$ cat src/rtl/uart_word_loader.sv
// ============================================================================
// uart_word_loader
//
// Turns a stream of UART bytes into 32-bit memory writes. The stream starts
// with a 4-byte little-endian word count N. It is followed by N little-endian
// 32-bit words, which are written to consecutive word addresses starting at 0.
// A load that stalls for too long between bytes is aborted into an error
// state. Both terminal states (DONE, ERR) wait for a restart pulse.
//
// Parameters
//   ADDR_W   word-address width of the target memory (assumed < 32)
//   TIMEOUT  inter-byte timeout in clk cycles (assumed >= 2)
//
// Ports
//   clk        single clock, rising-edge
//   rst_n      asynchronous active-low reset
//   rx_data    received byte, valid while rx_ready is high
//   rx_ready   receiver level flag; a rising edge marks a new byte
//   restart    synchronous pulse; re-arms the loader from DONE or ERR
//   mem_we     one-cycle memory write strobe
//   mem_addr   word address of the current write
//   mem_wdata  word being written
//   busy       a load is in progress (header partly received, or data phase)
//   done       load finished (DONE state)
//   error      load aborted (ERR state)
// ============================================================================
module uart_word_loader #(
    parameter int ADDR_W  = 12,
    parameter int TIMEOUT = 2000000
) (
    input  logic              clk,
    input  logic              rst_n,
    input  logic [7:0]        rx_data,
    input  logic              rx_ready,
    input  logic              restart,
    output logic              mem_we,
    output logic [ADDR_W-1:0] mem_addr,
    output logic [31:0]       mem_wdata,
    output logic              busy,
    output logic              done,
    output logic              error
);

    // Timeout counter only needs to reach TIMEOUT-1.
    localparam int TW = (TIMEOUT > 2) ? $clog2(TIMEOUT) : 1;

    // The counter value at which the next idle cycle makes it reach TIMEOUT-1.
    localparam logic [TW-1:0] TO_HIT = TW'(TIMEOUT - 2);

    // Largest legal word count: exactly fills the memory.
    localparam logic [32:0] MAX_WORDS = 33'd1 << ADDR_W;

    typedef enum logic [1:0] {
        HDR  = 2'd0,
        DATA = 2'd1,
        DONE = 2'd2,
        ERR  = 2'd3
    } state_t;

    state_t            state;
    state_t            state_next;
    logic              rdy_q;
    logic [1:0]        byte_idx;
    logic [1:0]        byte_idx_next;
    logic [31:0]       word_q;
    logic [31:0]       word_next;
    logic [ADDR_W:0]   addr_cnt;
    logic [ADDR_W:0]   addr_next;
    logic [ADDR_W:0]   remaining;
    logic [ADDR_W:0]   remaining_next;
    logic [TW-1:0]     tcnt;
    logic [TW-1:0]     tcnt_next;
    logic              mem_we_next;
    logic [ADDR_W-1:0] mem_addr_next;
    logic [31:0]       mem_wdata_next;

    logic              byte_ev;
    logic [31:0]       assembled;
    logic              timeout_hit;
    logic              hdr_too_big;

    // A byte arrives only on a rising edge of the receiver's ready level.
    assign byte_ev = rx_ready & ~rdy_q;

    // Status outputs decode directly from the state so that they follow the
    // asynchronous reset without any extra register.
    assign busy  = ((state == HDR) && (byte_idx != 2'd0)) || (state == DATA);
    assign done  = (state == DONE);
    assign error = (state == ERR);

    // The partially assembled word with the incoming byte dropped into the lane
    // selected by byte_idx; at byte_idx == 3 this is the complete word.
    always_comb begin
        assembled = word_q;
        case (byte_idx)
            2'd0:    assembled[7:0]   = rx_data;
            2'd1:    assembled[15:8]  = rx_data;
            2'd2:    assembled[23:16] = rx_data;
            default: assembled[31:24] = rx_data;
        endcase
    end

    assign hdr_too_big = {1'b0, assembled} > MAX_WORDS;

    // Fires in the idle cycle that takes the counter to TIMEOUT-1, so the
    // abort lands TIMEOUT cycles after the last byte event.
    assign timeout_hit = busy && !byte_ev && (tcnt == TO_HIT);

    // Next-state and datapath decode. Every byte in HDR/DATA advances byte_idx;
    // the fourth byte of a group either resolves the header or issues a write.
    always_comb begin
        state_next     = state;
        byte_idx_next  = byte_idx;
        word_next      = word_q;
        addr_next      = addr_cnt;
        remaining_next = remaining;
        tcnt_next      = tcnt;
        mem_we_next    = 1'b0;
        mem_addr_next  = mem_addr;
        mem_wdata_next = mem_wdata;

        if (byte_ev) begin
            tcnt_next = '0;
        end else if (busy) begin
            tcnt_next = tcnt + TW'(1);
        end

        case (state)
            HDR: begin
                if (byte_ev) begin
                    word_next     = assembled;
                    byte_idx_next = byte_idx + 2'd1;
                    if (byte_idx == 2'd3) begin
                        if (assembled == 32'd0) begin
                            state_next = DONE;
                        end else if (hdr_too_big) begin
                            state_next = ERR;
                        end else begin
                            state_next     = DATA;
                            addr_next      = '0;
                            remaining_next = assembled[ADDR_W:0];
                        end
                    end
                end else if (timeout_hit) begin
                    state_next = ERR;
                end
            end

            DATA: begin
                if (byte_ev) begin
                    word_next     = assembled;
                    byte_idx_next = byte_idx + 2'd1;
                    if (byte_idx == 2'd3) begin
                        mem_we_next    = 1'b1;
                        mem_addr_next  = addr_cnt[ADDR_W-1:0];
                        mem_wdata_next = assembled;
                        addr_next      = addr_cnt + 1'b1;
                        remaining_next = remaining - 1'b1;
                        // The final write and the DONE state become visible together.
                        if (remaining == {{ADDR_W{1'b0}}, 1'b1}) begin
                            state_next = DONE;
                        end
                    end
                end else if (timeout_hit) begin
                    state_next = ERR;
                end
            end

            // Terminal states: bytes are dropped, and restart wins over a
            // simultaneous byte event.
            default: begin
                if (restart) begin
                    state_next    = HDR;
                    byte_idx_next = 2'd0;
                    addr_next     = '0;
                    tcnt_next     = '0;
                end
            end
        endcase
    end

    // State and datapath registers. rdy_q resets high so that a receiver
    // already showing ready at reset release is not mistaken for a new byte.
    always_ff @(posedge clk or negedge rst_n) begin
        if (!rst_n) begin
            state     <= HDR;
            rdy_q     <= 1'b1;
            byte_idx  <= 2'd0;
            word_q    <= '0;
            addr_cnt  <= '0;
            remaining <= '0;
            tcnt      <= '0;
            mem_we    <= 1'b0;
            mem_addr  <= '0;
            mem_wdata <= '0;
        end else begin
            state     <= state_next;
            rdy_q     <= rx_ready;
            byte_idx  <= byte_idx_next;
            word_q    <= word_next;
            addr_cnt  <= addr_next;
            remaining <= remaining_next;
            tcnt      <= tcnt_next;
            mem_we    <= mem_we_next;
            mem_addr  <= mem_addr_next;
            mem_wdata <= mem_wdata_next;
        end
    end

endmodule

$ cat config.mk
export PLATFORM = sky130hd
export DESIGN_NAME = uart_word_loader
export DESIGN_NICKNAME = d
export VERILOG_FILES = /design/src/rtl/uart_word_loader.sv
export SDC_FILE = /design/constraint.sdc
export NUM_CORES = 1
export LEC_CHECK = 0
export BUFFER_PORTS_ARGS = -buffer_cell sky130_fd_sc_hd__clkbuf_2
export CORE_UTILIZATION = 60
export CTS_CLUSTER_DIAMETER = 60
export DETAILED_ROUTE_END_ITERATION = 8
export PLACE_DENSITY = 0.83
export SYNTH_ARGS = -nofsm -noshare
export SYNTH_HDL_FRONTEND = slang
export SYNTH_SLANG_ARGS = --single-unit
$ cat constraint.sdc
create_clock -name clk -period 4.5 [get_ports clk]
set_clock_uncertainty 0.1 [all_clocks]
set_input_delay 0.225 -clock clk [delete_from_list [all_inputs] [get_ports clk]]
set_output_delay 0.225 -clock clk [all_outputs]
set_load 0.05 [all_outputs]
==> out/qor.txt <==
M1 GR Usage: 0.3858
total track usage: 0.3022
core box area: 9955 um2
Max-slew headroom: 0.3100
cell with the most instances after synthesis: nand2_1
crit-path max FO: 14
RSZ-0062 raised after global routing: false
status: completed
drt first-iter violations: 440
Post-DP HPWL: 9.659 mm
Register-to-Register Setup Slack: 1210 ps
setup_tns: 0 ps
Least-Margin Pin Slew: 1035 ps
slowest stage cell, crit path: o21ai_1
GRT busiest layer: met2
Vias: 5279
initial core utilization: 0.6300
maximum clock frequency: 303.6 MHz
Seq/Total Area, Yosys: 0.5110
post-synthesis cell type count: 58
post-synthesis mux area share: 0.07961
mapped cell area: 6271 um2
Min Hold Slack: 263.5 ps
CP startpoint: byte_idx[1]$_DFFE_PN0P_
Mapped Cells: 655
Clock transition at path regs: 60 ps
reg-to-reg startpoint: byte_idx[1]$_DFFE_PN0P_
LEAKAGE: 3.440 nW
r2r endpoint: remaining[1]$_DFFE_PN0P_
WL/cell: 18.17 um
average via count per standard cell: 6.174
ratio of cells with drive above 1 in the final layout: 0.1773
port bufs: 59
placed insts: 812
Async SR Flop Fraction: 1.000
clock tree buffer depth: 2
Yosys reg bits: 128
Die Span Y: 104.2 um
Worst Path Arrival: 3600 ps
Die Footprint: 10860 um2
fin cells: 855
Mapped Nets: 676
critical path cell sequence: inv_1 -> ha_1 -> mux2_2 -> a31oi_1 -> a22o_1 -> o21a_1 -> o21ai_1 -> mux2_1
1st-pass router iterations: 6
max cap viols: 0
Yosys top cell area share: 0.5068
CP required: 4810 ps
final setup violation count: 0
n_diodes: 0
Global Route met3 Usage: 0.07832
Core Rows: 36
Synth-to-Final Area Change: 16.72%
# fillers: 687
Routed WL: 15.54 mm
Post-Synth Adder-Cell Area: 0.01796
Critical Path End: remaining[1]$_DFFE_PN0P_
Final ANT Viol Nets: 0
FF-to-FF path depth: 8
area leader, netlist: dfrtp_1
Die Width: 104.2 um
GPL Wtd Cong: 0.8766
largest family of logic cells by synthesized area: simple AND/OR/NAND/NOR gates
Tot Pwr: 4.651 mW
H-tree depth: 4
clk_lat worst skew: 530 ps
compound-cell area share of the yosys netlist: 0.1181
clk root buf: clkbuf_8
Synth Area in Simple Gates: 0.2071
top cells by area, synth: dfrtp_1 51%, nand2_1 8.1%, mux2_2 4.0%
antenna violations before repair: 0
Setup crit end kind: flop
Final Max Slew Viols: 0
grt ovf: 0
TritonCTS Buffers: 17
Synthesis Warnings: 0
VDD IR max: 0.3810 mV
Ports: 60
minimum clock period: 3293 ps
met2 usage: 0.4914
crit path kind: reg -> reg
Syn Area/Cell: 9.574 um2
DR DRC count: 0
Worst setup SP type: flop
pin count of the biggest net entering global routing: 73
Post-synth top flop: dfrtp_1
Post-synth top cells: 135 x nand2_1, 127 x dfrtp_1, 55 x nor2_1, 33 x o21ai_0, 31 x a21oi_1
global-route wire length before repair: 25.56 mm
PwrDens: 635.4 nW/um2
final hold vios: 0
Worst path max stage delay: 710 ps
Final Cycle Share: 0.7319
vias in the first global route: 5079
CTS tree: built
post-route core utilization: 0.7353
number of synthesized flops with an enable pin: 0
Synth Area in XOR/XNOR: 0.02793
Tightest Hold Check Type: in -> async
NumNets Final: 731
Clock Sinks: 128
[critical path, delay by kind of cell, from the launching register on]
kind | cells | cell delay, ps
mux | 2 | 680
fa+ha+maj | 1 | 600
buf+inv | 1 | 90
flops | 1 | 410
compound gates | 4 | 1280
[power breakdown]
| group | switching (mW) | internal [mW] |
|---|---|---|
| Sequential | 0.257 | 1.44 |
| Clock | 0.511 | 0.912 |
| Combinational | 1.02 | 0.513 |
| Total | 1.78 | 2.87 |
[registers in the layout, indices dropped and copies added (netlist names)]
register	cells
remaining	13
byte_idx	2
tcnt	21
state	2
rdy_q	1
mem_we	1
mem_wdata	32
word_q	32
addr_cnt	12
mem_addr	12
[per-stage QoR]
| step | cell area (um2) | worst slack [ps] |
|---|---|---|
| floorplan | 6271 | 1785 |
| global placement | 6584 | 1433 |
| detailed placement | 6584 | 1356 |
| CTS | 7320 | 1289 |
| global route | 7320 | 1075 |
| finish | 7320 | 1207 |
[per-layer routing]
layer	up-vias	wire [um]
met5	-	0
met4	0	413
met3	46	941
met2	250	7623
met1	2594	6560
li1	2389	-
[cells by family (layout without fill, tap and decap cells)]
logic type,after synthesis,count (layout)
compound gates,118,118
mux,47,47
buf+inv,52,119
flops,128,128
fa+ha+maj,9,9
simple gates,281,281
xor+xnor,20,20
[cell type report]
cell class	count	area, um2	share of cell area
clock buffers	18	427.9	0.05846
inverters	11	41.29	0.005641
well taps	133	166.4	0.02274
multi-input cells	475	2829	0.3865
repair buffers	77	462.9	0.06325
clock inverters	13	187.7	0.02564
flip-flops and latches	128	3204	0.4378
[repair_timing]
action / 4_1_cts / 5_1_grt
hold endpoints to repair: 85 / 0
setup buffers: 0 / 0
hold buffers: 12 / 0
resized for setup: 0 / 0
[worst min-delay path by stage]
stage / to / slack (ps) / start / cells after the start
2_1_floorplan: addr_cnt[0]$_DFFE_PN0P_ / -170 / rst_n / 0
3_3_place_gp: remaining[7]$_DFFE_PN0P_ / -0.4 / rst_n / 1
3_5_place_dp: remaining[7]$_DFFE_PN0P_ / 5 / rst_n / 1
4_1_cts: rdy_q$_DFF_PN1_ / 270 / rx_ready / 2
5_1_grt: rdy_q$_DFF_PN1_ / 290 / rx_ready / 2
6_report: remaining[6]$_DFFE_PN0P_ / 260 / rst_n / 3
[placed cells by master, fill, tap and decap left out, types with 3 or more instances in the layout]
master,Yosys,final
nand2_1,135,134
dfrtp_1,127,127
clkbuf_2,0,58
nor2_1,55,55
o21ai_0,33,33
a21oi_1,31,31
mux2i_1,24,24
mux2_2,22,22
nand3_1,21,21
clkbuf_16,0,16
xor2_1,12,12
dlygate4sd3_1,0,12
and3_1,11,11
inv_1,10,10
nor3_1,9,9
nor4_1,9,9
a31oi_1,9,9
o22a_1,9,9
ha_1,9,9
xnor2_1,8,8
a211oi_1,8,8
buf_4,2,7
and2_1,6,6
nand2b_1,5,5
o22ai_1,5,5
o21a_1,5,5
nand4_1,4,4
o21ai_1,4,4
or4_1,4,4
bufinv_16,0,4
nor2b_1,3,3
or4b_1,3,3
nor4b_1,3,3
clkinvlp_4,0,3
clkinv_4,0,3
(Power assumes the default switching activity.)
